## config.mk

```make
export PLATFORM = sky130hd
export DESIGN_NAME = pla_eval_pipe
export DESIGN_NICKNAME = d
export VERILOG_FILES = /design/src/rtl/pla_eval_pipe.sv
export SDC_FILE = /design/constraint.sdc
export NUM_CORES = 1
export LEC_CHECK = 0
export ABC_CLOCK_PERIOD_IN_PS = 2100
export BUFFER_PORTS_ARGS = -buffer_cell sky130_fd_sc_hd__buf_2
export CAP_MARGIN = 20
export CORE_ASPECT_RATIO = 1.1
export CORE_MARGIN = 2
export CORE_UTILIZATION = 50
export CTS_BUF_LIST = sky130_fd_sc_hd__clkbuf_2
export CTS_CLUSTER_DIAMETER = 100
export DETAILED_ROUTE_END_ITERATION = 12
export PLACE_DENSITY = 0.66
export SLEW_MARGIN = 20
export SYNTH_ARGS = -nofsm -noshare
export SYNTH_HDL_FRONTEND = slang
export SYNTH_SLANG_ARGS = --single-unit
```

## constraint.sdc

```tcl
create_clock -name clk -period 2.1 [get_ports clk]
set_input_delay 0.105 -clock clk [delete_from_list [all_inputs] [get_ports clk]]
set_output_delay 0.105 -clock clk [all_outputs]
set_load 0.005 [all_outputs]
```

## src/rtl/pla_eval_pipe.sv

```systemverilog
// pla_eval_pipe: run-time programmable sum-of-products evaluator behind a 2-stage valid/ready pipeline
module pla_eval_pipe #(
  parameter int N_IN = 25,
  parameter int N_TERMS = 16,
  parameter int N_OUT = 1,
  localparam int TA_W = $clog2(N_TERMS)
) (
  input  logic            clk,
  input  logic            rst_n,
  input  logic            cfg_we,
  output logic            cfg_ready,
  input  logic [TA_W-1:0] cfg_addr,
  input  logic            cfg_en,
  input  logic [N_IN-1:0] cfg_care,
  input  logic [N_IN-1:0] cfg_pol,
  input  logic [N_OUT-1:0] cfg_or,
  input  logic            in_valid,
  output logic            in_ready,
  input  logic [N_IN-1:0] in_x,
  output logic            out_valid,
  input  logic            out_ready,
  output logic [N_OUT-1:0] out_y
);
  logic [N_TERMS-1:0] t, s1_t;
  logic [N_TERMS-1:0][N_OUT-1:0] tm;
  logic [N_OUT-1:0] y;
  logic s1_v, ld2, acc;
  assign cfg_ready = ~s1_v & ~out_valid;
  assign ld2 = ~out_valid | out_ready;
  assign in_ready = ~cfg_we & (~s1_v | ld2);
  assign acc = in_valid & in_ready;
  for (genvar k = 0; k < N_TERMS; k++) begin : g_term
    logic en;
    logic [N_IN-1:0] care, pol;
    logic [N_OUT-1:0] orv;
    assign t[k] = en & (&(~care | ~(in_x ^ pol)));
    assign tm[k] = s1_t[k] ? orv : '0;
    // Plane entry k; an address outside the term range matches no entry, so the write is dropped
    always_ff @(posedge clk or negedge rst_n)
      if (!rst_n) begin
        en <= 1'b0;
        care <= '0;
        pol <= '0;
        orv <= '0;
      end else if (cfg_we & cfg_ready & (cfg_addr == TA_W'(k))) begin
        en <= cfg_en;
        care <= cfg_care;
        pol <= cfg_pol;
        orv <= cfg_or;
      end
  end
  // OR plane over the term bits captured in stage 1
  always_comb begin
    y = '0;
    for (int k = 0; k < N_TERMS; k++) y = y | tm[k];
  end
  // Stage 1 holds term bits, stage 2 holds the result; out_y only moves when a real vector lands
  always_ff @(posedge clk or negedge rst_n)
    if (!rst_n) begin
      s1_v <= 1'b0;
      s1_t <= '0;
      out_valid <= 1'b0;
      out_y <= '0;
    end else begin
      if (acc) begin
        s1_v <= 1'b1;
        s1_t <= t;
      end else if (ld2) s1_v <= 1'b0;
      if (ld2) out_valid <= s1_v;
      if (ld2 & s1_v) out_y <= y;
    end
endmodule

```

After elaboration in Yosys (flattened, before gate mapping)
Cells that the tools add are included.
{"block": "totals", "reg_bits": 851, "inputBits": 86, "output_inout_bits": 4}
{"block": "op_classes", "n_eq_ne": 15, "mux": 18, "bitwise_logic": 121, "reduce_logical": 18}
{"cell": "$not 25->25", "n": 32}
{"cell": "$or 25x25->25", "n": 16}
{"cell": "$reduce_and 25->1", "n": 16}
{"cell": "$xor 25x25->25", "n": 16}
{"cell": "$and 1x1->1", "n": 37}
{"cell": "$eq 4x4->1 const B", "n": 8}
{"cell": "$mux 1", "n": 18}
{"cell": "$or 1x1->1", "n": 17}
{"cell": "$eq 4x3->1 const B", "n": 4}
{"cell": "$eq 4x2->1 const B", "n": 2}
{"cell": "$eq 4x1->1 const B", "n": 1}
{"cell": "$logic_not 4->1", "n": 1}
{"cell": "$not 1->1", "n": 3}
{"cell": "$reduce_bool 2->1", "n": 1}

Longest topological paths before layout
{"block": "depth", "depth_word": 16, "mapped_depth": 7, "depth_no_buf": 5}

Least setup slack after synthesis
No wires, ideal clock.
{"block": "synth_path", "kind": "reg2reg", "startpoint": "register out_valid", "endpoint": "register g_term[7].care[24]", "t_arrival_ns": 1.671, "required_time_ns": 1.975, "setup_slack_ns": 0.305, "path_stages_with_launch": 8, "path_buffers": 3, "period_less_slack_ns": 1.795, "path_cell_list": "dfrtp_1 -> nor2_4 -> and4b_1 -> buf_6 -> nor2b_4 -> buf_6 -> buf_6 -> mux2_2"}
{"block": "synth_via", "elab_chain_cells": 4}
{"item": "from (decl)", "line_no": "20", "source": "output logic out_valid,"}
{"item": "from (signal assigned)", "line_no": "69", "source": "if (ld2) out_valid <= s1_v;"}
{"item": "$not 1->1", "line_no": "28", "source": "assign cfg_ready = ~s1_v & ~out_valid;"}
{"item": "$and 1x1->1", "line_no": "28"}
{"item": "named net cfg_ready", "line_no": "11", "source": "output logic cfg_ready,"}
{"item": "$and 1x1->1 (2 in series)", "line_no": "45", "source": "end else if (cfg_we & cfg_ready & (cfg_addr == TA_W'(k))) begin"}
{"item": "to (signal assigned)", "line_no": "47", "source": "care <= cfg_care;"}
{"item": "to (decl)", "line_no": "34", "source": "logic [N_IN-1:0] care, pol;"}
The timed path passes the listed nets, and every way through them passes these cells.
A chain may end at the register's enable or synchronous reset.

Final worst setup path
{"block": "layout_path", "startpoint": "register out_valid", "endpoint": "output in_ready"}
{"block": "layout_via", "elab_chain_cells": 4}
{"item": "$not 1->1", "line_no": "29", "source": "assign ld2 = ~out_valid | out_ready;"}
{"item": "$or 1x1->1", "line_no": "29"}
{"item": "$or 1x1->1", "line_no": "30", "source": "assign in_ready = ~cfg_we & (~s1_v | ld2);"}
{"item": "$and 1x1->1", "line_no": "30"}
{"item": "to (decl)", "line_no": "18", "source": "output logic in_ready,"}
No other way between the ends.

==> run metrics <==
status finished, violations left; failing checks negative setup slack; die height 292 µm; Crit path arrival time 2.25 ns; CTS tree yes; CP Capture Type primary output; DRC viols 0; largest net degree at the start of global routing between 100 and 150; Finish-stage setup viols 87; fin area 44400 µm²; I/O Buffers 89; vias in the first global route about 25k; die area slightly below 80000 µm²; Post-Layout Cell Count about 4.2k; vias per std cell between 5 and 6; Adder-Cell Fraction of Synth Area 0%; post-synthesis sequential element count 851; yosys warns 0; Hold Crit Class in2reg; Synth-to-Final Area Change 18.0%; drt pass-1 iters 6; Slew HR between 20% and 30%; drt wl/cell 24.7 µm; Mean Syn Cell Area 14.3 µm²; total CTS buffers around 210; Ports 90; nets@finish 3158; initial core utilization 50.4%; Synth area leaders dfrtp_1 (57%), mux2_2 (24%), xor2_1 (9.3%), a22oi_1 (3.8%), buf_2 (1.6%); Skew-Pair Late Insertion Delay 1.44 ns; DR iter-0 viols 1567; Critical Path Start Type flop; maximum clock frequency 0.425 GHz; compound-gate portion of the synthesized area 4.46%; Multi-input gate area 15900 µm²; Cell variety after synth 36; placed instance area roughly 40000 µm²; post-synthesis xor/xnor area fraction 9.31%; clk slew on worst S/H paths ~0.090 ns; RSZ-0062 raised after global routing yes; Pleak 21.6 nW; PD cells 930 nW/µm²; Synth top area share 56.6%; H-tree depth 4; post-route ant nets 0; core area 74600 µm²; Fin. Hold Viols 0; Seq. cell area 21300 µm²; Cell Rows 105; Clock Path Buffers 3; max-cap violations 0; CTS sink count between 800 and 900; syn_nets 2723; DRT Wirelength 103000 µm; Post-DP HPWL 60700 µm; Sum Neg Setup Slack -4.47 ns; CTS root buf clkbuf_2; simple-gate portion of the synthesized area between 2 and 2.5%; GP Congestion 0.790; DR vias around 24k; CP Class reg2out; fraction of layout cells with a size suffix above 1 43.5%; initial antenna violation count 6; shortest period the worst path allows 2.35 ns; Post-Syn Area 37600 µm²; post-place setup slack 0.0546 ns; mux contribution to synthesized area 24.9%; Fillers roughly 5.8k; worst-path maximum fanout 2; main combinational cell family by area after synthesis multiplexers; cell count after synthesis 2637; die width between 200 and 300 µm; worst vdd ir 0.390 mV; fin. max-slew vios 0; area leader, netlist dfrtp_1; post-synthesis sequential area ratio 56.6%; Clock Skew 0.0873 ns; Least-Margin Pin Slew between 1 and 1.5 ns; gr ovfl total 0; final period utilization 112%; Worst EP required 2.00 ns; first-pass GRT wire length 150000 µm; GRT Total Usage 25.7%; Placed Instances 3619; final worst slack -0.253 ns
where the power goes:
group	internal [mW]	switching, mW	total [mW]
registers	19.8	2.09	21.9
logic	4.96	4.13	9.09
clock network	3.90	6.39	10.3
synthesized netlist by cell type:
cell type / count
and4bb_1: 1
a221oi_1: 5
nor2b_4: 1
and3_1: 1
nor2_1: 17
buf_6: 12
o21ai_0: 1
inv_1: 1
mux2_4: 4
a22oi_1: 190
mux2_1: 21
clkbuf_1: 54
nor3_4: 2
nand2b_1: 3
xor2_1: 400
nand2_1: 38
nand4b_4: 1
a22o_1: 20
nand4_4: 1
dfrtp_1: 851
mux2_2: 807
a31oi_1: 1
o21ba_2: 1
nor2b_1: 2
nand3_1: 2
o31ai_1: 1
buf_4: 1
and4b_1: 1
nor2_4: 1
nand4_1: 47
a21oi_1: 1
nor2_2: 6
buf_2: 123
nor3_1: 15
and4_1: 1
nand2_2: 3
layout make-up:
class	instances	area share, %
antenna	3	0.0169
clock buffer	290	3.27
clock inverter	45	0.541
inverter	1	0.00845
multi-input combinational	1595	35.7
sequential	851	47.9
tap	963	2.71
timing repair buffer	416	9.79
path summary, 6_finish.rpt:
check / from / endpoint / cells after the start / slack, ns
worst max-delay path: out_valid / in_ready / 3 / -0.25
max in group asynchronous: rst_n / s1_v / 7 / 0.85
min in group asynchronous: rst_n / g_term[15].care[16] / 5 / 0.29
worst min-delay path: in_x[24] / s1_t[14] / 6 / 0.12
worst max register to register: out_valid / g_term[15].pol[14] / 9 / -0.12
worst min register to register: g_term[7].care[17] / g_term[7].care[17] / 1 / 0.50
logic make-up after synthesis:
logic type / after synthesis
mux: 832
buf+inv: 191
flops: 851
compound gates: 220
simple gates: 143
xor+xnor: 400
sequential cells by signal (all words and copies together), names as in the netlist:
register,count
g_term.orv,16
out_valid,1
g_term.care,400
out_y,1
g_term.pol,400
g_term.en,16
s1_v,1
s1_t,16
cells in the final DEF (no fill, tap or decap), types with 14 or more instances in the layout:
cell type / Yosys / layout
nand2_1: 38 / 35
mux2_4: 4 / 111
buf_6: 12 / 14
clkinv_1: 0 / 34
a22o_1: 20 / 20
dlygate4sd3_1: 0 / 168
nand4_1: 47 / 47
clkbuf_2: 0 / 290
buf_4: 1 / 82
nor3_1: 15 / 15
buf_12: 0 / 44
xor2_1: 400 / 400
dfrtp_1: 851 / 850
buf_2: 123 / 84
a22oi_1: 190 / 190
nor2_1: 17 / 17
clkbuf_16: 0 / 17
mux2_2: 807 / 708
metal layers:
metal	wire, µm	part of all wire, %	global-route usage, %	vias up
li1	-	-	-	10330
met1	45300	44	35.0	12441
met2	49100	48	41.5	615
met3	5500	5.3	5.16	167
met4	2990	2.9	7.93	8
met5	50	0.049	0	-
critical path, stage by stage (launching register included):
cell,delay [ns]
dfrtp_1,0.39
nand2b_1,0.11
o21ba_4,0.24
buf_6,0.11
metrics by stage:
| step | util (%) | hold WS (ns) | power [mW] |
|---|---|---|---|
| 2_1_floorplan | - | -0.191 | 27.3 |
| 3_3_place_gp | 53.4 | 0.0258 | 29.9 |
| 3_5_place_dp | 53.4 | 0.0281 | 30.6 |
| 4_1_cts | 58.0 | 0.000537 | 41.3 |
| 5_1_grt | 59.5 | 0.0593 | 43.6 |
| 6_report | 59.5 | 0.116 | 41.3 |
repair_timing:
| action | in CTS | in global routing |
|---|---|---|
| endpoints found under the hold margin | 1702 | 0 |
| pin swaps | 1 | 6 |
| hold buffers | 169 | 0 |
| cloned | 0 | 23 |
| setup endpoints to repair | 18 | 171 |
| buffers inserted | 4 | 11 |
| gates resized for setup | 6 | 130 |
Power figures use the tool's default switching activity.
